===== src/rtl/fb_pkg.sv =====
// Shared constants and state type for the double-buffered frame store controller.
package fb_pkg;

    localparam int unsigned SCREEN_WIDTH  = 320;
    localparam int unsigned SCREEN_HEIGHT = 180;
    localparam int unsigned FB_DEPTH      = SCREEN_WIDTH * SCREEN_HEIGHT;
    localparam int unsigned PIXEL_WIDTH   = 16;
    localparam int unsigned COUNT_WIDTH   = 16;
    localparam int unsigned ADDR_WIDTH    = 16;

    typedef enum logic [1:0] {FILL, RAY_DONE, SWAP} fb_state_t;

endpackage


===== src/rtl/fb_swap_controller_if.sv =====
// Producer-side valid/ready pixel stream into the frame-buffer swap controller.
interface fb_swap_controller_if
    import fb_pkg::*;
#(
    parameter int unsigned PIXEL_WIDTH_P = PIXEL_WIDTH
);
    logic                   ray_valid_in;
    logic                   ray_ready_out;
    logic [ADDR_WIDTH-1:0]  ray_address_in;
    logic [PIXEL_WIDTH_P-1:0] ray_pixel_in;
    logic                   ray_last_pixel_in;

    modport master (
        output ray_valid_in,
        output ray_address_in,
        output ray_pixel_in,
        output ray_last_pixel_in,
        input  ray_ready_out
    );

    modport slave (
        input  ray_valid_in,
        input  ray_address_in,
        input  ray_pixel_in,
        input  ray_last_pixel_in,
        output ray_ready_out
    );
endinterface


===== src/rtl/sat_counter.sv =====
// Saturating event counter: increments on inc, sticks at all-ones.
module sat_counter #(
    parameter int unsigned WIDTH = 16
) (
    input  logic             pixel_clk_in,
    input  logic             rst_in,
    input  logic             inc,
    output logic [WIDTH-1:0] value
);
    logic [WIDTH-1:0] r_value;

    always_ff @(posedge pixel_clk_in or negedge rst_in) begin
        if (!rst_in) begin
            r_value <= '0;
        end else if (inc && (r_value != '1)) begin
            r_value <= r_value + WIDTH'(1);
        end
    end

    assign value = r_value;
endmodule


===== src/rtl/fb_swap_controller.sv =====
// Steers producer pixels into the back buffer and swaps buffers once a full frame is
// written and the display has just shown its last active pixel.
module fb_swap_controller
    import fb_pkg::*;
#(
    parameter int unsigned SCREEN_WIDTH_P  = SCREEN_WIDTH,
    parameter int unsigned SCREEN_HEIGHT_P = SCREEN_HEIGHT,
    parameter int unsigned PIXEL_WIDTH_P   = PIXEL_WIDTH,
    parameter int unsigned COUNT_WIDTH_P   = COUNT_WIDTH
) (
    input  logic                     pixel_clk_in,
    input  logic                     rst_in,
    fb_swap_controller_if.slave      ray_bus,
    input  logic                     video_last_pixel_in,
    output logic [ADDR_WIDTH-1:0]    wr_addr_out,
    output logic [PIXEL_WIDTH_P-1:0] wr_data_out,
    output logic                     wr_en_fb1_out,
    output logic                     wr_en_fb2_out,
    output logic                     front_sel_out,
    output logic                     swap_out,
    output logic                     frame_start_out,
    output logic [COUNT_WIDTH_P-1:0] repeat_count_out,
    output logic [COUNT_WIDTH_P-1:0] oob_count_out
);
    localparam logic [ADDR_WIDTH-1:0] DepthLimit = ADDR_WIDTH'(SCREEN_WIDTH_P * SCREEN_HEIGHT_P);

    fb_state_t               r_state, w_state_next;
    logic                    r_ready;
    logic                    r_front;
    logic                    r_swap;
    logic                    r_en_fb1, r_en_fb2;
    logic [ADDR_WIDTH-1:0]   r_addr;
    logic [PIXEL_WIDTH_P-1:0] r_data;
    logic                    w_accept, w_in_range, w_repeat_inc, w_oob_inc;

    assign w_accept   = ray_bus.ray_valid_in & r_ready;
    assign w_in_range = ray_bus.ray_address_in < DepthLimit;
    assign w_oob_inc  = w_accept & ~w_in_range;

    always_comb begin
        w_state_next = r_state;
        w_repeat_inc = 1'b0;
        unique case (r_state)
            FILL: begin
                if (w_accept && ray_bus.ray_last_pixel_in) begin
                    w_state_next = video_last_pixel_in ? SWAP : RAY_DONE;
                end else if (video_last_pixel_in) begin
                    w_repeat_inc = 1'b1;
                end
            end
            RAY_DONE: begin
                if (video_last_pixel_in) begin
                    w_state_next = SWAP;
                end
            end
            SWAP: begin
                w_state_next = FILL;
                w_repeat_inc = video_last_pixel_in;
            end
            default: w_state_next = FILL;
        endcase
    end

    always_ff @(posedge pixel_clk_in or negedge rst_in) begin
        if (!rst_in) begin
            r_state  <= FILL;
            r_ready  <= 1'b0;
            r_front  <= 1'b0;
            r_swap   <= 1'b0;
            r_en_fb1 <= 1'b0;
            r_en_fb2 <= 1'b0;
            r_addr   <= '0;
            r_data   <= '0;
        end else begin
            r_state  <= w_state_next;
            r_ready  <= (w_state_next == FILL);
            r_swap   <= (w_state_next == SWAP);
            // Enables use the pre-swap select, so a frame's final write lands in the back buffer.
            r_en_fb1 <= w_accept & w_in_range & ~r_front;
            r_en_fb2 <= w_accept & w_in_range & r_front;
            if (r_state == SWAP) begin
                r_front <= ~r_front;
            end
            if (w_accept && w_in_range) begin
                r_addr <= ray_bus.ray_address_in;
                r_data <= ray_bus.ray_pixel_in;
            end
        end
    end

    sat_counter #(.WIDTH(COUNT_WIDTH_P)) u_repeat_cnt (
        .pixel_clk_in (pixel_clk_in),
        .rst_in       (rst_in),
        .inc          (w_repeat_inc),
        .value        (repeat_count_out)
    );

    sat_counter #(.WIDTH(COUNT_WIDTH_P)) u_oob_cnt (
        .pixel_clk_in (pixel_clk_in),
        .rst_in       (rst_in),
        .inc          (w_oob_inc),
        .value        (oob_count_out)
    );

    assign ray_bus.ray_ready_out = r_ready;
    assign wr_addr_out           = r_addr;
    assign wr_data_out           = r_data;
    assign wr_en_fb1_out         = r_en_fb1;
    assign wr_en_fb2_out         = r_en_fb2;
    assign front_sel_out         = r_front;
    assign swap_out              = r_swap;
    assign frame_start_out       = r_swap;
endmodule

===== src/flat_wrapper.sv =====
// flat-port wrapper written by rule: the top's interface ports become plain ports
module fb_swap_controller_flat import fb_pkg::*;
#(
    parameter int unsigned SCREEN_WIDTH_P  = SCREEN_WIDTH,
    parameter int unsigned SCREEN_HEIGHT_P = SCREEN_HEIGHT,
    parameter int unsigned PIXEL_WIDTH_P   = PIXEL_WIDTH,
    parameter int unsigned COUNT_WIDTH_P   = COUNT_WIDTH
)
  (pixel_clk_in, rst_in, video_last_pixel_in, wr_addr_out, wr_data_out, wr_en_fb1_out, wr_en_fb2_out, front_sel_out, swap_out, frame_start_out, repeat_count_out, oob_count_out, ray_bus_ray_valid_in, ray_bus_ray_address_in, ray_bus_ray_pixel_in, ray_bus_ray_last_pixel_in, ray_bus_ray_ready_out);
  fb_swap_controller_if #(.PIXEL_WIDTH_P(PIXEL_WIDTH_P)) ray_bus_i ();
  input  logic pixel_clk_in;
  input  logic rst_in;
  input  logic video_last_pixel_in;
  output logic [ADDR_WIDTH-1:0] wr_addr_out;
  output logic [PIXEL_WIDTH_P-1:0] wr_data_out;
  output logic wr_en_fb1_out;
  output logic wr_en_fb2_out;
  output logic front_sel_out;
  output logic swap_out;
  output logic frame_start_out;
  output logic [COUNT_WIDTH_P-1:0] repeat_count_out;
  output logic [COUNT_WIDTH_P-1:0] oob_count_out;
  input wire logic [$bits(ray_bus_i.ray_valid_in)-1:0] ray_bus_ray_valid_in;
  input wire logic [$bits(ray_bus_i.ray_address_in)-1:0] ray_bus_ray_address_in;
  input wire logic [$bits(ray_bus_i.ray_pixel_in)-1:0] ray_bus_ray_pixel_in;
  input wire logic [$bits(ray_bus_i.ray_last_pixel_in)-1:0] ray_bus_ray_last_pixel_in;
  output wire logic [$bits(ray_bus_i.ray_ready_out)-1:0] ray_bus_ray_ready_out;
  assign ray_bus_i.ray_valid_in = ray_bus_ray_valid_in;
  assign ray_bus_i.ray_address_in = ray_bus_ray_address_in;
  assign ray_bus_i.ray_pixel_in = ray_bus_ray_pixel_in;
  assign ray_bus_i.ray_last_pixel_in = ray_bus_ray_last_pixel_in;
  assign ray_bus_ray_ready_out = ray_bus_i.ray_ready_out;
  fb_swap_controller #(.SCREEN_WIDTH_P(SCREEN_WIDTH_P), .SCREEN_HEIGHT_P(SCREEN_HEIGHT_P), .PIXEL_WIDTH_P(PIXEL_WIDTH_P), .COUNT_WIDTH_P(COUNT_WIDTH_P)) u_core (.pixel_clk_in(pixel_clk_in), .rst_in(rst_in), .ray_bus(ray_bus_i), .video_last_pixel_in(video_last_pixel_in), .wr_addr_out(wr_addr_out), .wr_data_out(wr_data_out), .wr_en_fb1_out(wr_en_fb1_out), .wr_en_fb2_out(wr_en_fb2_out), .front_sel_out(front_sel_out), .swap_out(swap_out), .frame_start_out(frame_start_out), .repeat_count_out(repeat_count_out), .oob_count_out(oob_count_out));
endmodule

===== config.mk =====
export PLATFORM = sky130hd
export DESIGN_NAME = fb_swap_controller_flat
export DESIGN_NICKNAME = d
export VERILOG_FILES = /design/src/rtl/fb_pkg.sv /design/src/rtl/fb_swap_controller_if.sv /design/src/rtl/sat_counter.sv /design/src/rtl/fb_swap_controller.sv /design/src/flat_wrapper.sv
export SDC_FILE = /design/constraint.sdc
export NUM_CORES = 1
export LEC_CHECK = 0
export CAP_MARGIN = 15
export CORE_MARGIN = 3
export CORE_UTILIZATION = 23
export CTS_BUF_LIST = sky130_fd_sc_hd__clkbuf_8
export DETAILED_ROUTE_END_ITERATION = 16
export DONT_BUFFER_PORTS = 1
export SETUP_SLACK_MARGIN = 0.02
export SLEW_MARGIN = 20
export SYNTH_ARGS = -nofsm -noshare
export SYNTH_HDL_FRONTEND = slang
export SYNTH_SLANG_ARGS = --single-unit

===== constraint.sdc =====
create_clock -name pixel_clk_in -period 2.3 [get_ports pixel_clk_in]
set_input_delay 0.46 -clock pixel_clk_in [delete_from_list [all_inputs] [get_ports pixel_clk_in]]
set_output_delay 0.46 -clock pixel_clk_in [all_outputs]
set_load 0.005 [all_outputs]

==> results.json, run 1 <==
{
  "diodes": 0,
  "synth-seq-cells": 71,
  "cp.required_ns": 2.54,
  "cts_made_buffers": 9,
  "grt_pass1_vias": 1932,
  "grt_start_max_net_pins": 72,
  "synth_edf_count": 0,
  "fp.dieH_um": 121,
  "vias_per_cell": 4.31,
  "path_class": "register to register",
  "slew_violations": 0,
  "crit_fanout": 6,
  "ant_nets": 0,
  "gr-total-overflow": 0,
  "syn-num-nets": 274,
  "synthArstFlopShare_pct": 100,
  "ys.flop_type": "dfrtp_1",
  "p_leak_nw": 1.60,
  "synth.cell_area_um2": 3060,
  "finalHoldViolCount": 0,
  "antenna_found_initial": 0,
  "vias": 1826,
  "fin_setup_tns_ns": 0,
  "htreeDepth": 3,
  "skew_ns": 0.00707,
  "insertion_delay_ns": 0.35,
  "dpl.cell_count": 406,
  "cts_resized": 0,
  "grt_usage_pct": 9.62,
  "post-route-util_pct": 27.6,
  "worst_pin_slew_ns": 0.555,
  "wl_um": 6790,
  "drive_gt1_share_pct": 22.6,
  "port_buffers": 0,
  "setup_viol": 0,
  "finalCritPeriodShare_pct": 82.3,
  "synth_cell_types": 33,
  "yosysWarnings": 0,
  "final_cells": 424,
  "clkSlewWorstSetupHoldPaths_ns": 0.08,
  "clock_sinks": 71,
  "vdd_drop_max_uv": 488,
  "io_pins": 107,
  "critPathArrivalTime_ns": 2.13,
  "synth_common_cells": "71 x dfrtp_1, 22 x mux2_4, 18 x nor2_1, 16 x nand2_1, 15 x xnor2_1",
  "rsz0062_at_grt": "no",
  "dieArea_um2": 14700,
  "hold_buffers": 2,
  "fin_crit_ns": 1.89,
  "routedWlPerCell_um": 16.0,
  "powerDensity_nw_per_um2": 937,
  "max_cap_violations": 0,
  "synth_area_per_cell_um2": 13.0,
  "synth_most_common_cell": "dfrtp_1",
  "grt_first_pass_wirelength_um": 10700,
  "root_buffer": "clkbuf_8",
  "synthCells": 235,
  "drt_pass1_iterations": 4,
  "core_um2": 12800,
  "synth_top_area_share_pct": 58.0,
  "die_w_um": 121,
  "final_nets": 286,
  "ys_top_cells_by_area": "dfrtp_1 58%, mux2_4 11%, xnor2_1 4.3%",
  "synth_area_leader_cell": "dfrtp_1",
  "clk_path_buf_depth": 2,
  "rows": 41,
  "gp_congestion": 0.743,
  "use_met2_pct": 14.7,
  "run_status": "finished, final reports clean",
  "seq_area_frac_synth_pct": 58.0,
  "cts_tree": "done",
  "grtUsageMet1_pct": 11.0,
  "relSlewSlack_pct": 62.7,
  "max_freq_mhz": 528,
  "drcViolationCount": 0,
  "post_cts_buffers": 0,
  "end_kind": "register",
  "syn2layout_area_growth_pct": 15.3,
  "start_kind": "register",
  "grtUsageMet3_pct": 4.20,
  "grt.busiest_layer": "met2",
  "initial_core_util_pct": 23.9,
  "hpwlAfterDp_um": 4910,
  "hold_path_class": "primary input to register",
  "drt_iter0_markers": 104
}
==> worst max-delay path: stages (launching register included) <==
cell      delay (ns)
dfrtp_1         0.45
ha_1            0.25
nand2_1         0.08
or3_1           0.36
o21bai_2        0.24
buf_4           0.19
nor3_1          0.06
xor2_1          0.14
==> power by group <==
group,total [mW],switching (mW),internal (mW),leakage [nW]
Combinational,0.458,0.187,0.271,0.601
Clock,1.11,0.477,0.636,0.114
Sequential,1.74,0.269,1.47,0.886
Total,3.31,0.932,2.38,1.60
==> layout by cell type (no fill, tap or decap) <==
| cell | Yosys | routed |
|---|---|---|
| nand2_1 | 16 | 16 |
| clkinv_4 | 0 | 1 |
| a31oi_1 | 2 | 2 |
| clkinvlp_4 | 0 | 1 |
| or4_1 | 1 | 1 |
| clkbuf_8 | 0 | 10 |
| and2_1 | 1 | 1 |
| o21ai_2 | 1 | 1 |
| bufinv_16 | 0 | 2 |
| or3_1 | 1 | 1 |
| or2_2 | 1 | 1 |
| o21bai_2 | 1 | 1 |
| buf_4 | 2 | 3 |
| clkinv_2 | 0 | 1 |
| a21oi_1 | 2 | 2 |
| nand3_4 | 1 | 1 |
| buf_12 | 0 | 1 |
| nor2b_1 | 1 | 1 |
| o211ai_1 | 1 | 1 |
| mux2_2 | 11 | 11 |
| nor3_1 | 9 | 9 |
| dlygate4sd3_1 | 0 | 1 |
| xnor2_1 | 15 | 15 |
| and4b_1 | 1 | 1 |
| o31a_1 | 1 | 1 |
| and4_1 | 3 | 3 |
| buf_16 | 0 | 1 |
| and3_1 | 3 | 3 |
| ha_1 | 2 | 2 |
| nand4_1 | 9 | 9 |
| dfrtp_1 | 71 | 71 |
| nand3_1 | 12 | 12 |
| nor2_1 | 18 | 18 |
| inv_1 | 7 | 8 |
| nor4_1 | 1 | 1 |
| xor2_1 | 13 | 13 |
| a21boi_0 | 1 | 1 |
| mux2i_1 | 1 | 1 |
| mux2_4 | 22 | 22 |
| o2111a_1 | 1 | 1 |
==> sequential cells by signal, summed over array words and instances (netlist names) <==
name                          count
u_core.u_oob_cnt.value           16
u_core.wr_data_out               16
u_core.frame_start_out            1
u_core.wr_addr_out               16
u_core.wr_en_fb2_out              1
u_core.r_state                    2
u_core.front_sel_out              1
u_core.u_repeat_cnt.value        16
u_core.ray_bus.ray_ready_out      1
u_core.wr_en_fb1_out              1
==> cell families (layout without fill, tap and decap cells) <==
| family | Yosys count | count (layout) | synth area share, % |
|---|---|---|---|
| adder cells (fa/ha/maj) | 2 | 2 | 0.817 |
| AO/OA/AOI/OAI | 10 | 10 | 2.53 |
| flip-flops | 71 | 71 | 58.0 |
| XOR/XNOR | 28 | 28 | 8.00 |
| multiplexers | 34 | 34 | 15.1 |
| buffers and inverters | 12 | 29 | 2.45 |
| AND/OR/NAND/NOR | 78 | 78 | 13.1 |
==> final timing paths <==
| path | from | end | slack, ns | cells after the start |
|---|---|---|---|---|
| worst min register to register | u_core.front_sel_out | u_core.wr_en_fb1_out | 0.50 | 1 |
| min in group asynchronous | rst_in | u_core.wr_data_out[14] | 0.63 | 2 |
| max in group asynchronous | rst_in | u_core.u_repeat_cnt.value[13] | 1.34 | 2 |
| worst min-delay path | video_last_pixel_in | u_core.r_state[0] | 0.16 | 1 |
| worst max register to register | u_core.u_oob_cnt.value[0] | u_core.u_oob_cnt.value[5] | 0.41 | 7 |
| worst max-delay path | u_core.u_oob_cnt.value[0] | u_core.u_oob_cnt.value[5] | 0.41 | 7 |
==> area by class of cell <==
type / count / area (um2)
fillers: 1320 / 9290
flip-flops and latches: 71 / 1780
multi-input cells: 152 / 1210
well taps: 172 / 215
clock buffers: 10 / 138
clock inverters: 6 / 85.1
repair buffers: 6 / 80.1
inverters: 7 / 26.3
==> per-stage QoR <==
stage,hold slack (ns),setup slack (ns),instance area [um2],total power [mW]
6_report,0.164,0.407,3530,3.31
5_1_grt,0.138,0.248,3530,3.52
4_1_cts,0.127,0.402,3530,3.40
3_5_place_dp,0.166,0.200,3270,2.20
3_3_place_gp,0.166,0.220,3270,2.18
2_1_floorplan,0.164,0.322,3060,2.07
==> routing by layer <==
layer	share of wire, %	vias to the layer above	wire length, um
met2	48	63	3270
li1	-	847	-
met5	0	-	0
met3	9.3	16	633
met4	2.8	0	191
met1	40	900	2690
Note: power is estimated with default switching activity, not from simulation.
==> run 2, diff against run 1 <==
clock period = 1.6 ns   (was 2.3 ns; I/O delays follow)
==> run 2 against run 1 <==
The flow now finishes with violations (negative hold slack, negative setup slack); wire length up 4.3%; clock power rose by 29%; critical path type unchanged; final area grew 12%; maximum frequency increased by 15%; highest routed layer unchanged; global-route usage up 0.21 points; critical endpoint is now u_core.u_oob_cnt.value[1]; non-clock buffer count up 39; hold slack lost 0.50 ns; worst setup slack got worse by 0.45 ns; cell count up 9.2%; die area unchanged.
==> results.json, run 2 (synthesized netlist as in run 1, its figures left out) <==
{
  "clk_path_buf_depth": 2,
  "grt_pass1_vias": 2057,
  "clkSlewWorstSetupHoldPaths_ns": 0.08,
  "path_class": "register to register",
  "final_area_um2": 3950,
  "final_nets": 326,
  "antenna_found_initial": 0,
  "core_um2": 12800,
  "diodes": 0,
  "path_buf_inv": 0,
  "clock_sinks": 71,
  "finalHoldViolCount": 71,
  "cp.required_ns": 1.83,
  "gr-total-overflow": 0,
  "io_pins": 107,
  "grt_first_pass_wirelength_um": 11100,
  "grt_start_max_net_pins": 72,
  "worst_slack_ns": -0.0424,
  "gp_congestion": 0.734,
  "final_cells": 463,
  "cpPeakStageDelay_ns": 0.36,
  "relSlewSlack_pct": 76.3,
  "path_delay_family": "simple AND/OR/NAND/NOR gates",
  "run_status": "finished, violations left",
  "root_buffer": "clkbuf_8",
  "dpl.cell_count": 444,
  "setup_viol": 3,
  "rsz0062_at_grt": "yes",
  "syn2layout_area_growth_pct": 28.9,
  "violations": "negative hold slack, negative setup slack",
  "fp.dieH_um": 121,
  "max_freq_mhz": 609,
  "routedWlPerCell_um": 15.3,
  "wl_um": 7090,
  "initial_core_util_pct": 23.9,
  "worst_pin_slew_ns": 0.354,
  "htreeDepth": 3,
  "slew_violations": 0,
  "vias_per_cell": 4.34,
  "dieArea_um2": 14700,
  "vdd_drop_max_uv": 569,
  "critPathSlowestCell": "dfrtp_1",
  "grt_usage_pct": 9.82,
  "drt_iter0_markers": 58,
  "hold_path_class": "primary input to asynchronous set/reset pin",
  "drt_pass1_iterations": 4,
  "rows": 41,
  "reg2reg_setup_slack_ns": -0.04,
  "hold_slack_ns": -0.333,
  "cts_tree": "done",
  "fin_crit_ns": 1.64,
  "power.total_mw": 4.87,
  "ant_nets": 0,
  "powerDensity_nw_per_um2": 1230,
  "pre_cts_ws_ns": -0.281,
  "place_area_um2": 3600,
  "critPathArrivalTime_ns": 1.87,
  "vias": 2010,
  "start_kind": "register",
  "insertion_delay_ns": 0.34,
  "drcViolationCount": 0,
  "layout_common_cells": "71 x dfrtp_1, 41 x buf_4, 28 x mux2_4",
  "hpwlAfterDp_um": 5070,
  "p_leak_nw": 1.86,
  "drive_gt1_share_pct": 41.6,
  "finalCritPeriodShare_pct": 103,
  "end_kind": "register",
  "skew_ns": 0.00659,
  "path_cells": "ha_2, nand2_2, or3_4, o21bai_4, mux2_4",
  "final.fill_count": 1322,
  "layout_commonest_cell": "dfrtp_1",
  "crit_fanout": 6,
  "port_buffers": 0,
  "max_cap_violations": 0,
  "cts_made_buffers": 9,
  "die_w_um": 121
}
==> run 2: changes by cell type in the layout (fill, tap and decap cells not counted), sizes merged <==
cell and delta:
dlygate4sd3 -1, bufinv -1, buf +40, o21bai +1, clkinv +1, clkinvlp -1
==> run 2: routing by layer <==
metal / routed length, um / track usage [%] / part of all wire, % / up-vias
li1: - / - / - / 927
met3: 695 / 4.85 / 9.8 / 11
met1: 2830 / 11.2 / 40 / 1005
met2: 3440 / 15.9 / 49 / 67
met4: 115 / 3.57 / 1.6 / 0
met5: 0 / 0 / 0 / -
==> run 2: final timing paths <==
| check | endpoint | cells past startpoint | startpoint |
|---|---|---|---|
| min in group pixel_clk_in | u_core.r_state[0] | 1 | video_last_pixel_in |
| worst min register to register | u_core.wr_en_fb1_out | 1 | u_core.front_sel_out |
| worst max-delay path | u_core.u_oob_cnt.value[1] | 5 | u_core.u_oob_cnt.value[1] |
| worst min-delay path | u_core.wr_addr_out[14] | 0 | rst_in |
| worst max register to register | u_core.u_oob_cnt.value[1] | 5 | u_core.u_oob_cnt.value[1] |
| max in group asynchronous | u_core.u_repeat_cnt.value[4] | 0 | rst_in |
==> run 2: repair_timing <==
item,in CTS,in global routing
buffers inserted,1,2
gates resized for setup,9,20
pin swaps,9,13
endpoints found under the hold margin,71,71
cloned,1,0
setup endpoints to repair,26,27
==> run 2: cell type report <==
| type | count | area (um2) | share of cell area (%) |
|---|---|---|---|
| Sequential cell | 71 | 1780 | 45.0 |
| Multi-Input combinational cell | 153 | 1370 | 34.6 |
| Timing Repair Buffer | 45 | 370 | 9.38 |
| Tap cell | 172 | 215 | 5.45 |
| Clock buffer | 10 | 138 | 3.48 |
| Clock inverter | 5 | 57.6 | 1.46 |
| Inverter | 7 | 26.3 | 0.665 |
==> run 2: per-stage QoR <==
stage,setup TNS (ns),utilization [%]
floorplan,-4.08,-
CTS,-0.0973,30.0
detailed placement,-7.84,28.1
finish,-0.0637,30.8
global placement,-6.75,28.1
global route,-1.54,30.8
==> run 2: worst reg2reg max path, cell delays in order (launching register included) <==
cell and delay (ns):
dfrtp_1 0.36, ha_2 0.19, nand2_2 0.05, or3_4 0.35
o21bai_4 0.25, mux2_4 0.33
==> run 2: power by group <==
| part | switching [mW] | total (mW) | internal, mW | leakage, nW |
|---|---|---|---|---|
| clock | 0.678 | 1.43 | 0.757 | 0.103 |
| combinational | 0.414 | 1.03 | 0.616 | 0.869 |
| sequential | 0.291 | 2.41 | 2.12 | 0.886 |
